==> config.mk <==
export PLATFORM = sky130hd
export DESIGN_NAME = io_bus_ctrl
export DESIGN_NICKNAME = d
export VERILOG_FILES = /design/src/rtl/io_bus_ctrl.sv
export SDC_FILE = /design/constraint.sdc
export NUM_CORES = 1
export LEC_CHECK = 0
export CAP_MARGIN = 20
export CORE_MARGIN = 3
export CORE_UTILIZATION = 40
export CTS_BUF_LIST = sky130_fd_sc_hd__clkbuf_8
export DETAILED_ROUTE_END_ITERATION = 8
export PLACE_DENSITY = 0.95
export SYNTH_ARGS = -nofsm -noshare
export SYNTH_HDL_FRONTEND = slang
export SYNTH_SLANG_ARGS = --single-unit
export TNS_END_PERCENT = 30
==> constraint.sdc <==
create_clock -name clock -period 5.06 [get_ports clock]
set_clock_uncertainty 0.05 [all_clocks]
set_input_delay 0.506 -clock clock [delete_from_list [all_inputs] [get_ports clock]]
set_output_delay 0.506 -clock clock [all_outputs]
set_load 0.01 [all_outputs]
==> src/rtl/io_bus_ctrl.sv <==
// I/O bus controller: sequences CPU memory-mapped I/O accesses,
// drives peripheral selects/strobes and stalls the CPU until done.
module io_bus_ctrl #(
   parameter int TIMEOUT = 15,
   parameter int CNT_W   = 4
) (
   input  logic        clock,
   input  logic        reset,
   input  logic [31:0] cpu_addr,
   input  logic        cpu_rd,
   input  logic        cpu_wr,
   input  logic [15:0] cpu_wdata,
   output logic [15:0] cpu_rdata,
   output logic        cpu_stall,
   output logic        cpu_err,
   output logic        sw_cs,
   output logic        kb_cs,
   output logic        tmr_cs,
   output logic        led_cs,
   output logic        io_rd,
   output logic        io_wr,
   output logic [3:0]  io_addr,
   output logic [15:0] io_wdata,
   input  logic [15:0] sw_rdata,
   input  logic [15:0] kb_rdata,
   input  logic [15:0] tmr_rdata,
   input  logic [15:0] led_rdata,
   input  logic        kb_ready,
   input  logic        tmr_ready
);

   typedef enum logic [1:0] {
      S_IDLE,
      S_ACCESS,
      S_DONE,
      S_ERR
   } state_t;

   // Select vector bit order: 0 switch, 1 keyboard, 2 timer, 3 LED
   localparam int SW  = 0;
   localparam int KB  = 1;
   localparam int TMR = 2;
   localparam int LED = 3;

   localparam logic [CNT_W-1:0] CNT_LAST = CNT_W'(TIMEOUT - 1);

   state_t           state_q, state_d;
   logic [CNT_W-1:0] cnt_q, cnt_d;
   logic [3:0]       cs_q, cs_d;
   logic             io_rd_q, io_rd_d;
   logic             io_wr_q, io_wr_d;
   logic [3:0]       io_addr_q, io_addr_d;
   logic [15:0]      io_wdata_q, io_wdata_d;
   logic [15:0]      rdata_q, rdata_d;
   logic             err_q, err_d;

   logic             io_req;
   logic [3:0]       dec_sel;
   logic             legal;
   logic             sel_ready;
   logic [15:0]      sel_rdata;

   // Region check and address decode of the incoming request
   always_comb begin
      io_req  = (cpu_rd | cpu_wr) & (&cpu_addr[31:10]);
      dec_sel = 4'b0000;
      case (cpu_addr[9:4])
         6'h01:   dec_sel[KB]  = 1'b1;
         6'h02:   dec_sel[TMR] = 1'b1;
         6'h06:   dec_sel[LED] = 1'b1;
         6'h07:   dec_sel[SW]  = 1'b1;
         default: dec_sel      = 4'b0000;
      endcase
      legal = (|dec_sel)
            & ~(cpu_rd & cpu_wr)
            & ~(cpu_wr & dec_sel[SW]);
   end

   // Ready and read data of the currently selected peripheral only
   always_comb begin
      sel_ready = (cs_q[SW] | cs_q[LED])
                | (cs_q[KB] & kb_ready)
                | (cs_q[TMR] & tmr_ready);
      sel_rdata = ({16{cs_q[SW]}}  & sw_rdata)
                | ({16{cs_q[KB]}}  & kb_rdata)
                | ({16{cs_q[TMR]}} & tmr_rdata)
                | ({16{cs_q[LED]}} & led_rdata);
   end

   // Next-state and registered-output logic
   always_comb begin
      state_d    = state_q;
      cnt_d      = cnt_q;
      cs_d       = 4'b0000;
      io_rd_d    = 1'b0;
      io_wr_d    = 1'b0;
      io_addr_d  = io_addr_q;
      io_wdata_d = io_wdata_q;
      rdata_d    = rdata_q;
      err_d      = 1'b0;
      case (state_q)
         S_IDLE: begin
            cnt_d = '0;
            if (io_req) begin
               io_addr_d  = cpu_addr[3:0];
               io_wdata_d = cpu_wdata;
               if (legal) begin
                  state_d = S_ACCESS;
                  cs_d    = dec_sel;
                  io_rd_d = cpu_rd;
                  io_wr_d = cpu_wr;
               end else begin
                  state_d = S_ERR;
                  err_d   = 1'b1;
                  if (cpu_rd) begin
                     rdata_d = 16'h0000;
                  end
               end
            end
         end
         S_ACCESS: begin
            if (sel_ready) begin
               state_d = S_DONE;
               if (io_rd_q) begin
                  rdata_d = sel_rdata;
               end
            end else if (cnt_q == CNT_LAST) begin
               state_d = S_ERR;
               err_d   = 1'b1;
               if (io_rd_q) begin
                  rdata_d = 16'h0000;
               end
            end else begin
               cnt_d   = cnt_q + CNT_W'(1);
               cs_d    = cs_q;
               io_rd_d = io_rd_q;
               io_wr_d = io_wr_q;
            end
         end
         S_DONE:  state_d = S_IDLE;
         S_ERR:   state_d = S_IDLE;
         default: state_d = S_IDLE;
      endcase
   end

   // State and output registers with synchronous reset
   always_ff @(posedge clock) begin
      if (reset) begin
         state_q    <= S_IDLE;
         cnt_q      <= '0;
         cs_q       <= 4'b0000;
         io_rd_q    <= 1'b0;
         io_wr_q    <= 1'b0;
         io_addr_q  <= 4'h0;
         io_wdata_q <= 16'h0000;
         rdata_q    <= 16'h0000;
         err_q      <= 1'b0;
      end else begin
         state_q    <= state_d;
         cnt_q      <= cnt_d;
         cs_q       <= cs_d;
         io_rd_q    <= io_rd_d;
         io_wr_q    <= io_wr_d;
         io_addr_q  <= io_addr_d;
         io_wdata_q <= io_wdata_d;
         rdata_q    <= rdata_d;
         err_q      <= err_d;
      end
   end

   // Stall is the only output combinational from the CPU request
   always_comb begin
      cpu_stall = ((state_q == S_IDLE) & io_req)
                | (state_q == S_ACCESS);
      cpu_rdata = rdata_q;
      cpu_err   = err_q;
      sw_cs     = cs_q[SW];
      kb_cs     = cs_q[KB];
      tmr_cs    = cs_q[TMR];
      led_cs    = cs_q[LED];
      io_rd     = io_rd_q;
      io_wr     = io_wr_q;
      io_addr   = io_addr_q;
      io_wdata  = io_wdata_q;
   end

endmodule

==> results.md <==
- Run status: completed
- Hold EP: io_wr
- Layout area overhead: 69.8%
- Via Count: 2646
- Post-synth EDFFs: 0
- Clk pwr share: 35.9%
- Peak supply drop: 0.145 mV
- Syn nets: 384
- Synth area leaders: dfxtp_1 (40%), a22oi_1 (10%), mux2i_1 (8.5%)
- Diode count: 0
- # rows: 27
- Final hold vios: 0
- Total CTS buffers: 5
- Hold Buf Count CTS: 0
- Crit path from: cpu_addr[24]
- Unrepaired setup endpoints after global routing: no
- Critical path data arrival time: 3.39 ns
- Sum Neg Setup Slack: 0 ns
- Die extent in y: 84.5 um
- Startpoint Class: input port
- FF/Latch Area: 981 um^2
- Hold_sp: io_wr
- Sw power: 0.000156 W
- Initial Util: 43.0%
- Crit end category: flop
- Fraction of registers with async set/reset: 0%
- Sequential element share of the synthesized area: 39.8%
- GRT Total Usage: 22.9%
- Commonest non-fill, non-tap cell in the layout: clkdlybuf4s50_1
- Fillers: 419
- Post-synth top area cell: dfxtp_1
- FF+latch count, synth: 49
- Total internal power: 0.000613 W
- P per Cell Area: 184 mW/mm^2
- Most frequent cells in the layout: clkdlybuf4s50_1 (160), dfxtp_1 (49), a22oi_1 (33), nor2_1 (28), mux2i_1 (21)
- R2R Path Start: state_q[1]
- Minimum hold slack: 0.437 ns
- CTS Buffer Depth: 2
- Reg2reg end: cpu_rdata[3]
- WL final: 8410 um
- CTS sink count: 49
- Antenna viol nets, final: 0
- Slack of the worst reg-to-reg path: 2.27 ns
- Yosys warns: 0
- R2R depth: 4
- Yosys top cell area share: 39.8%
- Area of the mapped netlist: 0.00247 mm^2
- Root Buffer: clkbuf_8
- Setup violation total in the final timing report: 0
- Wire per inst: 17.3 um
- Die Span X: 84.5 um
- Lkg Pwr: 1.60 nW
- Tcrit/Tclk final: 64.1%
- Hold Path Depth: 2
- Sw Ratio: 20.3%
- Clk_lat worst skew: 0.30 ns
- Ys flop type: dfxtp_1
- Yosys cell types: 40
- Layout cell share with drive strength beyond 1: 5.08%
- Post-CTS Setup Repair Bufs: 0
- DRT Pass-1 Iters: 4
- Die Area: 0.00715 mm^2
- Vias in the first global route: 2673
- Post-synthesis instance total: 264
- Mapped Avg Cell Area: 9.35 um^2
- RePlAce Congestion: 0.801
- Initial antenna violation count: 0
- Hold Crit Class: reg -> reg
- HPWL after DPL: 6510 um
- CP Class: in -> reg
- Largest net degree at the start of global routing: 53
- Max transition margin: 40.6%
- Max-cap violations: 0
- Final max-slew violation count: 0
- Combinational power share: 14.1%
- Remaining Overflow, GRT: 0
- CP Data Required Time: 5.20 ns
- Maximum clock frequency: 308 MHz
- Vias per std cell: 5.46
- Post-CTS Resized: 0
- Drc violations: 0
- Ports: 162
- CP Max Fanout: 24
- Area occupied by multi-input gates: 0.00139 mm^2
- Flop pwr share: 50.1%
- H-tree levels: 2
- Minimum clock period: 3.24 ns
- First-pass GRT wire length: 13400 um
- I/O Buffers: 161
- Core footprint: 0.00574 mm^2
- Clock slew at reported path FFs: 0.09 ns
- CTS tree: yes
- DR iter-0 viols: 143
- Slew @ Worst Pin: 0.884 ns
- Final #Nets: 532
==> worst max-delay path by stage <==
stage | slack [ns] | cells past startpoint | endpoint
2_1_floorplan | 2.78 | 6 | cpu_rdata[10]
3_3_place_gp | 1.57 | 6 | cpu_rdata[5]
3_5_place_dp | 1.51 | 6 | cpu_rdata[2]
4_1_cts | 1.81 | 6 | cpu_rdata[3]
5_1_grt | 1.61 | 6 | cpu_rdata[3]
6_report | 1.82 | 6 | cpu_rdata[3]
==> cell families after synthesis <==
group,synth area share [%]
AOI/OAI and AO/OA,19.8
xor gates and xnor gates,0.355
adders and majority gates,1.01
buffers and inverters,3.90
DFF,39.8
muxes,16.3
and+or+nand+nor,18.9
==> power by group through the flow <==
stage / Sequential [W] / Clock, W / Combinational [W]
5_1_grt: 0.000385 / 0.000296 / 0.000114
4_1_cts: 0.000385 / 0.000281 / 0.000108
2_1_floorplan: 0.000394 / 0 / 0.0000123
6_report: 0.000385 / 0.000276 / 0.000108
3_3_place_gp: 0.000394 / 0 / 0.000106
3_5_place_dp: 0.000394 / 0 / 0.000108
==> cell type report <==
class | count | area share, %
repair buffers | 161 | 38.3
multi-input cells | 192 | 33.2
flip-flops and latches | 49 | 23.4
well taps | 72 | 2.15
clock buffers | 5 | 1.64
clock inverters | 3 | 1.02
inverters | 3 | 0.269
==> per-stage QoR <==
stage	total power, W	util (%)	setup WS [ns]	instance area (um^2)	instances
5_1_grt	0.000796	73.0	1.61	4190	485
6_report	0.000769	73.0	1.82	4190	485
2_1_floorplan	0.000407	-	2.78	2470	264
3_3_place_gp	0.000500	71.0	1.57	4080	477
3_5_place_dp	0.000502	71.0	1.51	4080	477
4_1_cts	0.000774	73.0	1.81	4190	485
==> layer usage <==
layer  up-vias  track usage, %  part of all wire, %
li1       1269               -                    -
met1      1220            26.6                   38
met2       147            40.6                   50
met3        10            7.36                   10
met4         0            5.90                  1.3
met5         -               0                    0
==> critical path: stages <==
cell,delay [ns]
clkdlybuf4s50_1,0.46
nand4_1,0.14
nor4_4,0.44
nand2_2,0.50
a221oi_4,0.91
mux2_2,0.42
==> cells in the mapped netlist (3+ instances only) <==
cell / n
a21oi_1: 20
a22oi_1: 33
clkbuf_1: 16
dfxtp_1: 49
inv_1: 3
mux2_1: 10
mux2_2: 7
mux2i_1: 21
nand2_1: 9
nand3_1: 4
nand4_1: 8
nor2_1: 28
nor2b_1: 17
nor3_1: 4
or3_1: 3
==> state kept, by name, summed over array words and instances, names as in the netlist <==
register	cells
io_rd	1
cs_q	4
cnt_q	4
io_wr	1
state_q	2
cpu_err	1
io_addr	4
io_wdata	16
cpu_rdata	16
No activity file was read; power rests on OpenSTA's default activity.
